File: config.mk
export PLATFORM = sky130hd
export DESIGN_NAME = filter_rr_arbiter
export DESIGN_NICKNAME = d
export VERILOG_FILES = /design/src/rtl/filter_rr_arbiter_pkg.sv /design/src/rtl/filter_rr_arbiter_rr_grant_select.sv /design/src/rtl/filter_rr_arbiter.sv
export SDC_FILE = /design/constraint.sdc
export NUM_CORES = 1
export LEC_CHECK = 0
export ABC_AREA = 1
export CAP_MARGIN = 10
export CORE_AREA = 2 2 337 339
export DETAILED_ROUTE_END_ITERATION = 12
export DIE_AREA = 0 0 339 341
export GPL_TIMING_DRIVEN = 0
export PLACE_DENSITY_LB_ADDON = 0.2
export SETUP_SLACK_MARGIN = 0.5
export SYNTH_ARGS = -nofsm -noshare
export SYNTH_HDL_FRONTEND = slang
export SYNTH_HIERARCHICAL = 1
export SYNTH_SLANG_ARGS = --single-unit
File: constraint.sdc
create_clock -name clk -period 1.6 [get_ports clk]
set_input_delay 0.16 -clock clk [delete_from_list [all_inputs] [get_ports clk]]
set_output_delay 0.16 -clock clk [all_outputs]
set_load 0.02 [all_outputs]
File: src/rtl/filter_rr_arbiter_pkg.sv
// filter_rr_arbiter_pkg
//   Shared definitions for the filter read-side arbiter.
//   - Default field widths of a filtered pair.
//   - Pair word layout, MSB to LSB: {ref_id, neighbor_id, r2, dz, dy, dx}.
//   - field_lsb() gives field offsets for non-default widths.
package filter_rr_arbiter_pkg;

    localparam int DATA_WIDTH        = 32;
    localparam int PARTICLE_ID_WIDTH = 20;
    localparam int PAIR_WIDTH        = 2*PARTICLE_ID_WIDTH + 4*DATA_WIDTH;

    localparam int DX_LSB  = 0;
    localparam int DY_LSB  = DATA_WIDTH;
    localparam int DZ_LSB  = 2*DATA_WIDTH;
    localparam int R2_LSB  = 3*DATA_WIDTH;
    localparam int NID_LSB = 4*DATA_WIDTH;
    localparam int RID_LSB = 4*DATA_WIDTH + PARTICLE_ID_WIDTH;

    typedef enum logic [2:0] {
        FLD_DX,
        FLD_DY,
        FLD_DZ,
        FLD_R2,
        FLD_NID,
        FLD_RID
    } pair_field_e;

    function automatic int field_lsb(input pair_field_e f, input int dw, input int pw);
        case (f)
            FLD_DX:  return 0;
            FLD_DY:  return dw;
            FLD_DZ:  return 2*dw;
            FLD_R2:  return 3*dw;
            FLD_NID: return 4*dw;
            FLD_RID: return 4*dw + pw;
            default: return 0;
        endcase
    endfunction

endpackage

File: src/rtl/filter_rr_arbiter_rr_grant_select.sv
// rr_grant_select
//   Combinational round-robin pick: returns the first set request bit found
//   when searching last_grant+1, last_grant+2, ... modulo N.
//   Ports:
//     req        in  N          request vector
//     last_grant in  IDX_WIDTH  index granted most recently
//     grant      out IDX_WIDTH  selected index (0 when nothing found)
//     found      out 1          at least one request bit set
module rr_grant_select #(
    parameter int N         = 4,
    parameter int IDX_WIDTH = 2
) (
    input  logic [N-1:0]         req,
    input  logic [IDX_WIDTH-1:0] last_grant,
    output logic [IDX_WIDTH-1:0] grant,
    output logic                 found
);
    import filter_rr_arbiter_pkg::*;

    always_comb begin
        int                   cand;
        logic [IDX_WIDTH-1:0] cand_idx;
        cand     = 0;
        cand_idx = '0;
        grant    = '0;
        found    = 1'b0;
        for (int k = 1; k <= N; k++) begin
            cand     = (int'(last_grant) + k) % N;
            cand_idx = cand[IDX_WIDTH-1:0];
            if (!found && req[cand_idx]) begin
                found = 1'b1;
                grant = cand_idx;
            end
        end
    end

endmodule

File: src/rtl/filter_rr_arbiter.sv
// filter_rr_arbiter
//   Round-robin read arbiter for a bank of filter buffers feeding one force
//   pipeline. Pulses one buffer read request per cycle, captures the pair
//   returned the following cycle and presents it through a registered,
//   stallable output backed by a single-entry hold register.
//   Ports:
//     clk, rst                  clock, synchronous active-high reset
//     pair_available            per-buffer non-empty flags
//     filter_pair_data          buffer read data, slice i = buffer i
//     sel                       one-hot read request (combinational)
//     out_stall                 downstream cannot accept this cycle
//     out_valid                 output pair valid
//     *_out                     output pair fields
//     out_filter_idx            source buffer of the output pair
//     arbiter_idle              nothing available, in flight, held or valid
module filter_rr_arbiter #(
    parameter int  DATA_WIDTH        = filter_rr_arbiter_pkg::DATA_WIDTH,
    parameter int  PARTICLE_ID_WIDTH = filter_rr_arbiter_pkg::PARTICLE_ID_WIDTH,
    parameter int  NUM_FILTER        = 4,
    parameter int  FILTER_IDX_WIDTH  = 2,
    localparam int PAIR_WIDTH        = 2*PARTICLE_ID_WIDTH + 4*DATA_WIDTH
) (
    input  logic                             clk,
    input  logic                             rst,
    input  logic [NUM_FILTER-1:0]            pair_available,
    input  logic [NUM_FILTER*PAIR_WIDTH-1:0] filter_pair_data,
    output logic [NUM_FILTER-1:0]            sel,
    input  logic                             out_stall,
    output logic                             out_valid,
    output logic [PARTICLE_ID_WIDTH-1:0]     ref_particle_id_out,
    output logic [PARTICLE_ID_WIDTH-1:0]     neighbor_particle_id_out,
    output logic [DATA_WIDTH-1:0]            r2_out,
    output logic [DATA_WIDTH-1:0]            dz_out,
    output logic [DATA_WIDTH-1:0]            dy_out,
    output logic [DATA_WIDTH-1:0]            dx_out,
    output logic [FILTER_IDX_WIDTH-1:0]      out_filter_idx,
    output logic                             arbiter_idle
);
    import filter_rr_arbiter_pkg::*;

    localparam int L_DX  = field_lsb(FLD_DX,  DATA_WIDTH, PARTICLE_ID_WIDTH);
    localparam int L_DY  = field_lsb(FLD_DY,  DATA_WIDTH, PARTICLE_ID_WIDTH);
    localparam int L_DZ  = field_lsb(FLD_DZ,  DATA_WIDTH, PARTICLE_ID_WIDTH);
    localparam int L_R2  = field_lsb(FLD_R2,  DATA_WIDTH, PARTICLE_ID_WIDTH);
    localparam int L_NID = field_lsb(FLD_NID, DATA_WIDTH, PARTICLE_ID_WIDTH);
    localparam int L_RID = field_lsb(FLD_RID, DATA_WIDTH, PARTICLE_ID_WIDTH);

    logic [FILTER_IDX_WIDTH-1:0] last_grant;
    logic [FILTER_IDX_WIDTH-1:0] grant;
    logic                        found;
    logic                        issue;
    logic                        held;
    logic                        rd_pending;
    logic [FILTER_IDX_WIDTH-1:0] rd_idx;
    logic                        hold_valid;
    logic [PAIR_WIDTH-1:0]       hold_pair;
    logic [FILTER_IDX_WIDTH-1:0] hold_idx;
    logic [PAIR_WIDTH-1:0]       out_pair;
    logic [PAIR_WIDTH-1:0]       slices [NUM_FILTER];
    logic [PAIR_WIDTH-1:0]       q;

    for (genvar i = 0; i < NUM_FILTER; i++) begin : g_slice
        assign slices[i] = filter_pair_data[i*PAIR_WIDTH +: PAIR_WIDTH];
    end

    assign q = slices[rd_idx];

    rr_grant_select #(
        .N         (NUM_FILTER),
        .IDX_WIDTH (FILTER_IDX_WIDTH)
    ) u_grant (
        .req        (pair_available),
        .last_grant (last_grant),
        .grant      (grant),
        .found      (found)
    );

    assign held = out_valid && out_stall;

    // Issuing only when unstalled with an empty hold guarantees the pair
    // returned next cycle always has somewhere to go: the output register if
    // it frees up, otherwise the (empty) hold register.
    assign issue = !rst && !out_stall && !hold_valid && found;

    always_comb begin
        sel = '0;
        if (issue) begin
            sel[grant] = 1'b1;
        end
    end

    always_ff @(posedge clk) begin
        if (rst) begin
            last_grant     <= FILTER_IDX_WIDTH'(NUM_FILTER-1);
            rd_pending     <= 1'b0;
            rd_idx         <= '0;
            hold_valid     <= 1'b0;
            hold_pair      <= '0;
            hold_idx       <= '0;
            out_valid      <= 1'b0;
            out_pair       <= '0;
            out_filter_idx <= '0;
        end else begin
            rd_pending <= issue;
            if (issue) begin
                last_grant <= grant;
                rd_idx     <= grant;
            end
            if (!held) begin
                // Hold is older than any pair in flight, so it drains first.
                if (hold_valid) begin
                    out_valid      <= 1'b1;
                    out_pair       <= hold_pair;
                    out_filter_idx <= hold_idx;
                    hold_valid     <= 1'b0;
                end else if (rd_pending) begin
                    out_valid      <= 1'b1;
                    out_pair       <= q;
                    out_filter_idx <= rd_idx;
                end else begin
                    out_valid <= 1'b0;
                end
            end else if (rd_pending) begin
                hold_valid <= 1'b1;
                hold_pair  <= q;
                hold_idx   <= rd_idx;
            end
        end
    end

    a_no_second_hold: assert property (@(posedge clk) disable iff (rst)
        !(rd_pending && hold_valid));

    assign ref_particle_id_out      = out_pair[L_RID +: PARTICLE_ID_WIDTH];
    assign neighbor_particle_id_out = out_pair[L_NID +: PARTICLE_ID_WIDTH];
    assign r2_out                   = out_pair[L_R2  +: DATA_WIDTH];
    assign dz_out                   = out_pair[L_DZ  +: DATA_WIDTH];
    assign dy_out                   = out_pair[L_DY  +: DATA_WIDTH];
    assign dx_out                   = out_pair[L_DX  +: DATA_WIDTH];

    assign arbiter_idle = !(|pair_available) && !rd_pending && !hold_valid && !out_valid;

endmodule

==> results by group <==
Global routing
  – Grt total ovfl: 0
  – Grt met1 use: 26.4%
  – Maximum number of pins on one net before global-route repair: 12
  – GRT busiest layer: met2
  – Via count of the first global-routing pass: 26400
  – Initial antenna violation count: 10
  – Routing usage on met3: 4.80%
  – Global Route met2 Usage: 37.5%
  – Total track usage: 21.7%
  – Global-route wire length before repair: 184000 um

Place
  – Port Buffers: 853
  – DP HPWL: 94100 um
  – Dpl cells: 5244
  – Placer congestion estimate: 0.866

Run status
  – Failing checks: hold timing, setup timing
  – Outcome: finished, violations left

Synth
  – Yosys cell types: 24
  – Syn Nets: 3570
  – YS warnings: 6
  – Syn avg cell area: 6.41 um2
  – Cell area after synthesis: 18500 um2
  – Yosys reg bits: 347
  – Register area share after synthesis: 37.5%
  – Synth Instances: 2891

Timing
  – Max-slew violations: 0
  – Final Critical Period: 2.35 ns
  – Final period util: 147%
  – Final WS setup: -0.751 ns
  – Worst-Margin Slew: 1.08 ns
  – Final setup violation count: 245
  – WHS: -0.0340 ns
  – Clock Skew: 0.0394 ns
  – RSZ-0062 raised after global routing: yes
  – Fin. Hold Viols: 1
  – FMAX: 425 MHz
  – Worst slew margin: 27.8%

Floorplanning
  – Die ar.: 116000 um2
  – Starting Density: 16.6%
  – # rows: 123
  – # IOs: 855
  – Die H: 341 um
  – Chip width: 339 um
  – Core Area: 112000 um2

Clock network
  – CTS H-tree lvls: 2
  – Buffer depth of the longest clock path: 3
  – Cts hold-fix bufs: 1
  – Clk sinks: 347
  – Clock latency on the worst-skew pair: 0.59 ns
  – CTS tree: built
  – CTS Buf Count: 44
  – Clock transition at path regs: 0.07 ns
  – Clock Tree Root: clkbuf_16

Cells and area
  – Layout cells sized above 1: 49.2%
  – Area of the multi-input gates: 16500 um2
  – Finished Layout Cells: 5635
  – Fill cells: 11400
  – FF/Latch Area: 7200 um2
  – # nets final: 4771
  – Area grow syn2layout: 134%

Setup path
  – Setup crit end kind: primary output
  – Worst R2R Path Depth: 11
  – FF-to-FF End: out_pair[89]$_SDFFE_PP0P_
  – R2r setup slk: -0.18 ns
  – Worst Setup Path Type: register to primary output
  – Worst Path Max Fanout: 5
  – WP data arrival: 2.19 ns
  – RR Startpoint: rd_idx[1]$_SDFFE_PP0P_
  – CP Launch Type: register
  – Crit path required time: 1.44 ns

Pwr
  – Static Leakage: 17.7 nW
  – Peak VDD IR: 611 uV
  – PD cells: 777 nW/um2

Detailed routing
  – First-pass DRT Iterations: 5
  – DRC violations left: 0
  – Total number of vias: 25900
  – 1st-iter DRT viols: 1190
  – Via density: 4.60
  – ANT nets after route: 0
  – Avg WL per Cell: 23.7 um
  – Total wire length: 133000 um

Hold path
  – Hold Crit Depth: 4
  – Hold Startpoint: rst
  – Hold crit path type: input port to register
  – Hold Path Sink: rd_pending$_SDFF_PP0_

Run
  – Max Cap Violations: 0
-- sequential cells by signal, indices dropped and copies added, names as in the netlist, 2 cells and up --
register        flops
hold_pair         168
out_pair          168
hold_idx            2
out_filter_idx      2
last_grant          2
rd_idx              2
-- worst max-delay path, stage by stage, from the launching register on --
cell and delay [ns]:
dfxtp_4 0.39, buf_8 0.14, nand2_2 0.06, nand2_2 0.09, nand2_4 0.08, nand2_8 0.10, nor2_4 0.03, a21oi_2 0.18
nand3_4 0.14, buf_4 0.16, nor2_4 0.07, buf_6 0.13
-- placed cells by master, fill, tap and decap left out, types with 6 or more instances in the layout --
cell and instances:
nor2_4 7, clkinv_2 6, nand2_2 208, nand2_4 104, buf_16 54, nand2_1 569
o21ai_4 21, clkdlybuf4s50_1 677, o21ai_0 37, buf_12 95, buf_4 167, o21ai_1 192
a21oi_2 253, clkbuf_2 22, clkbuf_8 14, nand3_2 198, nand3_1 132, diode_2 11
clkbuf_1 40, dfxtp_2 165, dfxtp_1 170, o21ai_2 91, nand3_4 187, buf_2 18
clkbuf_16 68, clkbuf_4 6, a21oi_1 260, buf_6 258, buf_8 57, dfxtp_4 12
buf_1 6
-- metal layers --
layer	wire, um	vias up	share of wire (%)
li1	-	12400	-
met1	55300	12600	41
met2	66800	771	50
met3	7450	160	5.6
met4	3870	0	2.9
met5	0	-	0
-- Yosys cell counts, drive strengths merged --
library cell | number | share of area (%)
buf | 184 | 4.9
inv | 12 | 0.24
o21a | 1 | 0.041
nor3 | 2 | 0.054
nand3 | 517 | 14
nand4 | 3 | 0.10
clkbuf | 77 | 1.6
nor4 | 1 | 0.034
o21ai | 341 | 9.2
a21oi | 513 | 14
nor2 | 10 | 0.39
dfxtp | 347 | 38
nand2 | 883 | 18
-- cell type report --
cell class	instances	share of cell area (%)
multi-input combinational	2271	38.2
timing repair buffer	1155	30.2
sequential	347	16.6
buffer	261	7.17
tap	1500	4.33
clock buffer	68	3.05
inverter	12	0.191
clock inverter	10	0.139
antenna	11	0.0636
-- power by group --
group	switching [mW]	internal (mW)
registers	0.387	9.24
logic	7.21	6.86
clock network	4.25	5.67
-- how the worst max path moves through the flow --
| stage | cells past startpoint | end | from | slack, ns |
|---|---|---|---|---|
| finish | 11 | sel[2] | last_grant[0]$_SDFFE_PP1P_ | -0.75 |
| global route | 11 | sel[1] | last_grant[0]$_SDFFE_PP1P_ | -0.93 |
| CTS | 12 | sel[2] | last_grant[0]$_SDFFE_PP1P_ | -0.78 |
| detailed placement | 12 | sel[1] | pair_available[3] | -1.09 |
| global placement | 12 | sel[1] | pair_available[2] | -1.10 |
| floorplan | 11 | sel[1] | last_grant[0]$_SDFFE_PP1P_ | 0.08 |
-- what timing repair did --
item / in CTS / in global routing
setup buffers: 183 / 51
hold endpoints to repair: 6 / 1
gates cloned: 57 / 10
pin swaps: 307 / 270
resized for setup: 2636 / 581
endpoints found under the setup margin: 521 / 521
-- cell families (layout without fill, tap and decap cells) --
| family | after synthesis | in the layout | share of synthesized area [%] |
|---|---|---|---|
| AO/OA/AOI/OAI | 855 | 855 | 23.1 |
| AND/OR/NAND/NOR | 1416 | 1416 | 32.6 |
| flip-flops | 347 | 347 | 37.5 |
| buffers and inverters | 273 | 1506 | 6.74 |
| other | 0 | 11 | 0 |
-- through the flow --
stage               setup TNS [ns]  utilization [%]  instance area [um2]  power [mW]  setup WS (ns)
floorplan                        0                -                19400        13.8         0.0823
global placement           -146.90             26.7                29800        18.5          -1.10
detailed placement         -148.86             26.7                29800        18.5          -1.09
CTS                         -20.91             36.0                40300        32.5         -0.776
global route                -37.09             38.7                43300        35.0         -0.934
finish                      -24.24             38.7                43300        33.6         -0.751
No activity file was read; power rests on OpenSTA's default activity.
